[config.mk]
export PLATFORM = sky130hd
export DESIGN_NAME = rsa_keygen_ctrl
export DESIGN_NICKNAME = d
export VERILOG_FILES = /design/src/rtl/rsa_keygen_ctrl.sv
export SDC_FILE = /design/constraint.sdc
export NUM_CORES = 1
export LEC_CHECK = 0
export CELL_PAD_IN_SITES_DETAIL_PLACEMENT = 1
export CELL_PAD_IN_SITES_GLOBAL_PLACEMENT = 2
export CORE_MARGIN = 3
export CORE_UTILIZATION = 26
export CTS_CLUSTER_SIZE = 12
export DETAILED_ROUTE_END_ITERATION = 7
export PLACE_DENSITY_LB_ADDON = 0.1
export SYNTH_ARGS = -nofsm -noshare
export SYNTH_HDL_FRONTEND = slang
export SYNTH_SLANG_ARGS = --single-unit
[constraint.sdc]
create_clock -name clk -period 5.9 [get_ports clk]
set_input_delay 1.18 -clock clk [delete_from_list [all_inputs] [get_ports clk]]
set_output_delay 1.18 -clock clk [all_outputs]
set_load 0.005 [all_outputs]
[src/rtl/rsa_keygen_ctrl.sv]
// Sequencer for the RSA exponent datapath: latches L, runs create_e, range-checks E,
// runs the modular inverse for D, and reports done/err with per-unit cycle timeouts.
module rsa_keygen_ctrl #(
  parameter int W       = 64,
  parameter int TIMEOUT = 65535,
  parameter int TW      = 16
) (
  input  logic         clk,
  input  logic         rst_n,
  input  logic         start_n,
  input  logic [W-1:0] l_in,
  output logic [W-1:0] e_l,
  output logic         e_start_n,
  input  logic         e_ready_n,
  input  logic [W-1:0] e_val,
  output logic [W-1:0] d_e,
  output logic [W-1:0] d_l,
  output logic         d_start_n,
  input  logic         d_ready_n,
  input  logic [W-1:0] d_val,
  output logic [W-1:0] e_out,
  output logic [W-1:0] d_out,
  output logic         done_n,
  output logic         busy,
  output logic [1:0]   err
);

  typedef enum logic [2:0] {
    IDLE   = 3'd0,
    E_GO   = 3'd1,
    E_WAIT = 3'd2,
    E_CHK  = 3'd3,
    D_GO   = 3'd4,
    D_WAIT = 3'd5,
    DONE   = 3'd6,
    ERR    = 3'd7
  } state_t;

  localparam logic [TW:0]  TO_LIM = (TW+1)'(TIMEOUT);
  localparam bit           TO_EN  = (TIMEOUT != 0);
  localparam logic [W-1:0] ONE_W  = {{(W-1){1'b0}}, 1'b1};

  state_t        state_r, state_s;
  logic [TW-1:0] cnt_r, cnt_s, cnt_nxt_s;
  logic [TW:0]   cnt_inc_s;
  logic          first_s, hit_s;
  logic [W-1:0]  l_r, l_s, e_r, e_s, d_r, d_s;
  logic [1:0]    err_r, err_s;
  logic          done_n_r, done_n_s;
  logic          busy_r, busy_s;
  logic          e_start_n_r, e_start_n_s, d_start_n_r, d_start_n_s;

  // Wait-cycle counter helpers; the counter saturates so a disabled timeout never re-arms the first-cycle guard.
  always_comb begin
    cnt_inc_s = {1'b0, cnt_r} + {{TW{1'b0}}, 1'b1};
    cnt_nxt_s = (&cnt_r) ? cnt_r : cnt_inc_s[TW-1:0];
    first_s   = (cnt_r == {TW{1'b0}});
    hit_s     = TO_EN && (cnt_inc_s == TO_LIM);
  end

  // Next-state and next-output logic.
  always_comb begin
    state_s  = state_r;
    cnt_s    = cnt_r;
    l_s      = l_r;
    e_s      = e_r;
    d_s      = d_r;
    err_s    = err_r;
    done_n_s = done_n_r;
    case (state_r)
      IDLE, DONE, ERR: begin
        if (!start_n) begin
          l_s      = l_in;
          err_s    = 2'b00;
          done_n_s = 1'b1;
          state_s  = E_GO;
        end else begin
          state_s  = state_r;
        end
      end
      E_GO: begin
        cnt_s   = {TW{1'b0}};
        state_s = E_WAIT;
      end
      E_WAIT: begin
        cnt_s = cnt_nxt_s;
        // The unit may still show a stale ready in the cycle right after its start strobe.
        if (!first_s && !e_ready_n) begin
          e_s     = e_val;
          state_s = E_CHK;
        end else if (hit_s) begin
          err_s   = 2'b01;
          state_s = ERR;
        end else begin
          state_s = E_WAIT;
        end
      end
      E_CHK: begin
        if ((e_r > ONE_W) && (e_r < l_r)) begin
          state_s = D_GO;
        end else begin
          err_s   = 2'b11;
          state_s = ERR;
        end
      end
      D_GO: begin
        cnt_s   = {TW{1'b0}};
        state_s = D_WAIT;
      end
      D_WAIT: begin
        cnt_s = cnt_nxt_s;
        if (!first_s && !d_ready_n) begin
          d_s      = d_val;
          done_n_s = 1'b0;
          state_s  = DONE;
        end else if (hit_s) begin
          err_s   = 2'b10;
          state_s = ERR;
        end else begin
          state_s = D_WAIT;
        end
      end
      default: begin
        state_s = IDLE;
      end
    endcase
    e_start_n_s = (state_s != E_GO);
    d_start_n_s = (state_s != D_GO);
    busy_s      = (state_s != IDLE) && (state_s != DONE) && (state_s != ERR);
  end

  // State and output registers; reset also forces the unit start strobes inactive.
  always_ff @(posedge clk or negedge rst_n) begin
    if (!rst_n) begin
      state_r     <= IDLE;
      cnt_r       <= {TW{1'b0}};
      l_r         <= {W{1'b0}};
      e_r         <= {W{1'b0}};
      d_r         <= {W{1'b0}};
      err_r       <= 2'b00;
      done_n_r    <= 1'b1;
      busy_r      <= 1'b0;
      e_start_n_r <= 1'b1;
      d_start_n_r <= 1'b1;
    end else begin
      state_r     <= state_s;
      cnt_r       <= cnt_s;
      l_r         <= l_s;
      e_r         <= e_s;
      d_r         <= d_s;
      err_r       <= err_s;
      done_n_r    <= done_n_s;
      busy_r      <= busy_s;
      e_start_n_r <= e_start_n_s;
      d_start_n_r <= d_start_n_s;
    end
  end

  assign e_l       = l_r;
  assign d_l       = l_r;
  assign d_e       = e_r;
  assign e_out     = e_r;
  assign d_out     = d_r;
  assign err       = err_r;
  assign done_n    = done_n_r;
  assign busy      = busy_r;
  assign e_start_n = e_start_n_r;
  assign d_start_n = d_start_n_r;

endmodule
=== Yosys cells after proc, flatten, opt, wreduce, memory -nomap -nowiden ===
Index checks and enable logic that the tools add are counted.

* Word-level logic and storage cells: 77
* Input port bits: 197
* Bits in registers: 217
* Output and inout port bits: 326

* Bitwise gates (word level): 1
* $lt $le $gt $ge: 2
* $add $sub $neg: 1
* Multiplexer cells: 19
* Eq/ne operators: 20
* Reduce and logical (&&, ||, !) cells: 24

{| class="wikitable"
|+ Operators by type and width
! kind !! count
|-
| > comparator 64 x 1 -> 1 bit (second input constant) || 1
|-
| < comparator 64 bit || 1
|-
| case mux 16 bit (2 select lines) || 1
|-
| 2-to-1 mux 2 bit || 9
|-
| case mux 3 bit (6 select lines) || 1
|-
| adder 16 x 1 -> 17 bit (second input constant) || 1
|-
| == test 17 x 16 -> 1 bit (second input constant) || 1
|-
| logical NOT 16 bit || 1
|-
| 2-to-1 mux 16 bit || 1
|-
| inequality test 2 bit (second input constant) || 8
|-
| AND reduction 16 bit || 1
|-
| == test 3 bit (second input constant) || 4
|-
| 2-to-1 mux 3 bit || 3
|-
| inequality test 3 bit (second input constant) || 3
|-
| case mux 2 bit (4 select lines) || 1
|-
| AND reduction 2 bit || 4
|-
| AND reduction 7 bit || 1
|-
| == test 3 x 2 -> 1 bit (second input constant) || 2
|-
| logical AND 1 bit || 5
|-
| nonzero test 2 bit || 2
|-
| nonzero test 4 bit || 1
|-
| OR reduction 2 bit || 2
|-
| == test 3 x 1 -> 1 bit (second input constant) || 1
|-
| logical NOT 1 bit || 3
|-
| 8 further kinds || 9
|}

=== Logic depth before layout (Yosys ltp) ===
* Depth after elaboration: 8
* Mapped depth: 10
* Gate-level depth less buffers: 9

=== Least setup slack after synthesis ===
No wires, ideal clock.

* Kind: reg2reg
* From: reg e_r[14] (netlist: d_e[14])
* To: reg state_r[0]
* Library setup time: 0.083 ns
* Period minus slack after synthesis: 2.346 ns
* Cell stages (with the launch flop): 9
* Arrival: 2.263 ns
* Required time: 5.817 ns
* Buffers on the path: 0
* Path slack: 3.554 ns
* Cell sequence: dfrtp_1 -> ha_1 -> nand4_1 -> nor3_1 -> or4b_2 -> a31oi_1 -> o2111ai_1 -> and2_1 -> o22ai_1

* Longest elaborated chain between the ends: 4
* Elaborated cells on any way between the ends: 5
* Classes of those cells: order compare: 2; mux: 2; reduce/logical: 1

{| class="wikitable"
|+ RTL lines
! item !! line !! source
|-
| start, declared || 47 || <nowiki>logic [W-1:0] l_r, l_s, e_r, e_s, d_r, d_s;</nowiki>
|-
| start signal, assigned || 138 || <nowiki>e_r <= {W{1'b0}};</nowiki>
|-
| start signal, assigned || 149 || <nowiki>e_r <= e_s;</nowiki>
|-
| > comparator 64 x 1 -> 1 bit / < comparator 64 bit (equally long branches) || 99 || <nowiki>if ((e_r > ONE_W) && (e_r < l_r)) begin</nowiki>
|-
| logical AND 1 bit (*) || 99 ||
|-
| 2-to-1 mux 2 bit (*) || 99 ||
|-
| case mux 3 bit (6 select lines) (*) || 70 || <nowiki>case (state_r)</nowiki>
|-
| named net state_s[0] || 43 || <nowiki>state_t state_r, state_s;</nowiki>
|-
| end signal, assigned || 146 || <nowiki>state_r <= state_s;</nowiki>
|-
| end, declared || 43 ||
|}

The timed path passes the listed nets; every way through them passes the cells marked *.
A chain may end at the register's enable or synchronous reset.

=== Final worst setup path ===
* From: reg cnt_r[1]
* To: reg cnt_r[9]

* Longest elaborated chain between the ends: 3
* Elaborated cells on any way between the ends: 6
* Classes of those cells: add/sub: 1; eq/ne: 1; mux: 2; reduce/logical: 2

{| class="wikitable"
|+ RTL lines
! item !! line !! source
|-
| start, declared || 44 || <nowiki>logic [TW-1:0] cnt_r, cnt_s, cnt_nxt_s;</nowiki>
|-
| start signal, assigned || 136 || <nowiki>cnt_r <= {TW{1'b0}};</nowiki>
|-
| start signal, assigned || 147 || <nowiki>cnt_r <= cnt_s;</nowiki>
|-
| adder 16 x 1 -> 17 bit / AND reduction 16 bit (equally long branches) || 55, 56 ||
|-
| 2-to-1 mux 16 bit / inequality test 2 bit (equally long branches) || -- ||
|-
| case mux 16 bit (2 select lines) / AND reduction 2 bit (equally long branches) || -- ||
|}

Parallel ways exist; a longest one is shown, timed or not. The select of a mux whose other input is x is not followed.

==> run_results.csv <==
group,metric,value,unit
cells_and_area,nets,1687,
clock_tree,cts-htree-levels,1,
pwr,irDropWorstVdd,0.2580,mV
pwr,total_power,9366,uW
setup_path,cp_slowest_cell,"nor2_1",
place,hpwl,34360,um
routing,drtIter0Drc,292,
clock_tree,clk_latency,550,ps
logic_synthesis,synth_xor_area_share,0.4700,%
routing,drcViolationCount,0,
setup_path,worst_setup_path_start_kind,"flop",
die,rows,75,
sta,hold_viol_final,0,
global_route,antenna_found_initial,9,
logic_synthesis,synth_top_cell_by_area,"dfrtp_1",
routing,wire_per_inst,22.04,um
logic_synthesis,ys_seq_elements,217,
outcome,status,"complete, no violations",
cells_and_area,fin_area,0.01693,mm^2
hold_path,worstHoldPathType,"reg2reg",
sta,max_freq,291.1,MHz
place,place_area,0.01604,mm^2
setup_path,worstPathCellList,"ha_1 > nand4_1 > nor3_1 > a31oi_1 > nor2_1 > o21ai_0 > o41ai_1",
pwr,leakage,0.007159,uW
die,die_w,213.4,um
logic_synthesis,synth-simple-area-share,9.645,%
logic_synthesis,synth_area_leaders,"dfrtp_1 48%, mux2_2 13%, buf_4 8.7%, ha_1 7.4%, o21ai_0 4.1%",
setup_path,crit_family,"simple AND/OR/NAND/NOR gates",
routing,avgViaCountPerCell,4.591,
clock_tree,cts_buffers,28,
routing,antenna_left,0,
clock_tree,cts_tree,"yes",
place,portBuffers,522,
cells_and_area,n_fill_cell,4654,
clock_tree,cts-root-buf,"clkbuf_16",
clock_tree,cts_buffer_depth,3,
sta,fin_crit_sh,58.22,%
cells_and_area,final_cell_mix,"521 x clkdlybuf4s50_1, 214 x dfrtp_1, 129 x mux2_2",
sta,setup_viol,0,
sta,drv_slew,0,
hold_path,hold-path-cell-count,1,
logic_synthesis,synth_fa_ha_area_share,7.385,%
logic_synthesis,synth_ff_type,"dfrtp_1",
global_route,grt_first_pass_wirelength,63490,um
setup_path,path_class,"reg2reg",
sta,worst_slew_pin_slew,1032,ps
logic_synthesis,async_flop_share,100.0,%
sta,relSlewSlack,30.96,%
pwr,power_density,553.2,mW/mm^2
logic_synthesis,yosysTopAreaCellShare,47.89,%
clock_tree,clkSinkCount,217,
setup_path,arrival,3880,ps
die,start_util,26.48,%
routing,num_vias,9131,
sta,rsz0062_at_grt,"no",
logic_synthesis,postSynthNetCount,1295,
cells_and_area,drive_gt1_share,13.15,%
die,io-pin-count,523,
global_route,grt_pass1_vias,9673,
logic_synthesis,synth_top_family_by_area,"multiplexers",
global_route,track_usage,18.52,%
logic_synthesis,synth-edff-count,0,
sta,finClkSkew,10.23,ps
setup_path,path_buf_inv,0,
logic_synthesis,synth_compound_area_share,8.470,%
setup_path,r2r_cells,7,
logic_synthesis,synth.avg_cell_area,10.84,um^2
global_route,grt_start_max_net_pins,119,
cells_and_area,areaGrowthSynthToFinish,51.40,%
logic_synthesis,synthMuxAreaShare,12.99,%
die,die-area,0.04553,mm^2
routing,drt-total-wl,43850,um
place,post-place-ws,2323,ps
sta,fin_ws,2465,ps
clock_tree,ctsHoldBuffers,0,
job,maxCapViolations,0,
clock_tree,clk_pin_slew,60,ps
logic_synthesis,ys_warn_count,0,
setup_path,end_kind,"flop",
clock_tree,post-cts-setup-buffers,0,
cells_and_area,final_common_cell,"clkdlybuf4s50_1",
setup_path,crit_cells,7,
global_route,gr-total-overflow,0,
logic_synthesis,synth_seq_area_share,48.60,%
routing,dr.pass1.iters,4,
sta,final.setup.tns,0,ps
sta,hold-worst-slack,495.4,ps
setup_path,crit_required,6340,ps
setup_path,critical_path_peak_fanout,15,
logic_synthesis,synth_cells,1032,
die,core-area,0.04223,mm^2
logic_synthesis,synth_area,0.01118,mm^2
place,place_congestion,0.7868,
sta,min_period,3435,ps
logic_synthesis,ys_types,58,
die,die_h,213.4,um
clock_tree,post_cts_resize_count,0,
setup_path,critical-path-max-stage-delay,900,ps
==> state kept, by name, indices dropped and copies added (netlist names) <==
signal	count
d_start_n	1
busy	1
done_n	1
d_e	64
d_l	64
e_start_n	1
state_r	3
d_out	64
cnt_r	16
err	2
==> kinds of logic (layout without fill, tap and decap cells) <==
| logic type | Yosys count | in the layout |
|---|---|---|
| compound gates | 165 | 165 |
| simple gates | 213 | 213 |
| flops | 217 | 217 |
| fa+ha+maj | 66 | 66 |
| buf+inv | 236 | 649 |
| xor+xnor | 6 | 6 |
| other cells | 0 | 5 |
| mux | 129 | 129 |
==> layout make-up <==
| type | count | area, um^2 | area share (%) |
|---|---|---|---|
| Inverter | 71 | 266.5 | 1.574 |
| Sequential cell | 217 | 5434 | 32.10 |
| Timing Repair Buffer | 527 | 5280 | 31.19 |
| Clock inverter | 2 | 10.01 | 0.05912 |
| Antenna cell | 5 | 12.51 | 0.07390 |
| Multi-Input combinational cell | 579 | 4382 | 25.88 |
| Clock buffer | 49 | 870.8 | 5.144 |
| Tap cell | 539 | 674.4 | 3.983 |
==> per-stage QoR <==
step                utilization, %  std cells
finish                       40.09       1989
global route                 40.07       1985
CTS                          40.06       1984
detailed placement           37.98       1933
global placement             37.98       1933
floorplan                        -       1032
==> metal layers <==
layer  up-vias  routed length (um)  part of all wire, %  track usage [%]
met5         -                  59                 0.13                0
met4         8                 607                  1.4            2.803
li1       4250                   -                    -                -
met3        41                3567                  8.1            6.028
met2       313               21970                   50            32.82
met1      4519               17640                   40            22.51
==> cell usage after synthesis (10+ instances only) <==
cell,count
mux2_2,129
buf_2,15
nor3_1,10
dfrtp_1,214
nor2_1,24
nand3_1,13
o21ai_0,92
nand2_1,94
clkbuf_1,16
buf_4,129
nor4_1,22
nand4_1,19
a21oi_1,30
inv_1,71
ha_1,66
==> path summary, 6_finish.rpt <==
| check | start | to | slack [ps] |
|---|---|---|---|
| worst max-delay path | cnt_r[1] | cnt_r[9] | 2460 |
| min in group asynchronous | rst_n | d_out[51] | 730 |
| worst min register to register | err[0] | err[0] | 500 |
| worst min-delay path | err[0] | err[0] | 500 |
| worst max register to register | cnt_r[1] | cnt_r[9] | 2460 |
| max in group asynchronous | rst_n | d_l[19] | 4020 |
==> power breakdown <==
group	internal [uW]	switching [uW]	total [uW]
registers	2180	826	3010
clock network	987	656	1640
logic	2840	1870	4710
No activity file was read; power rests on OpenSTA's default activity.
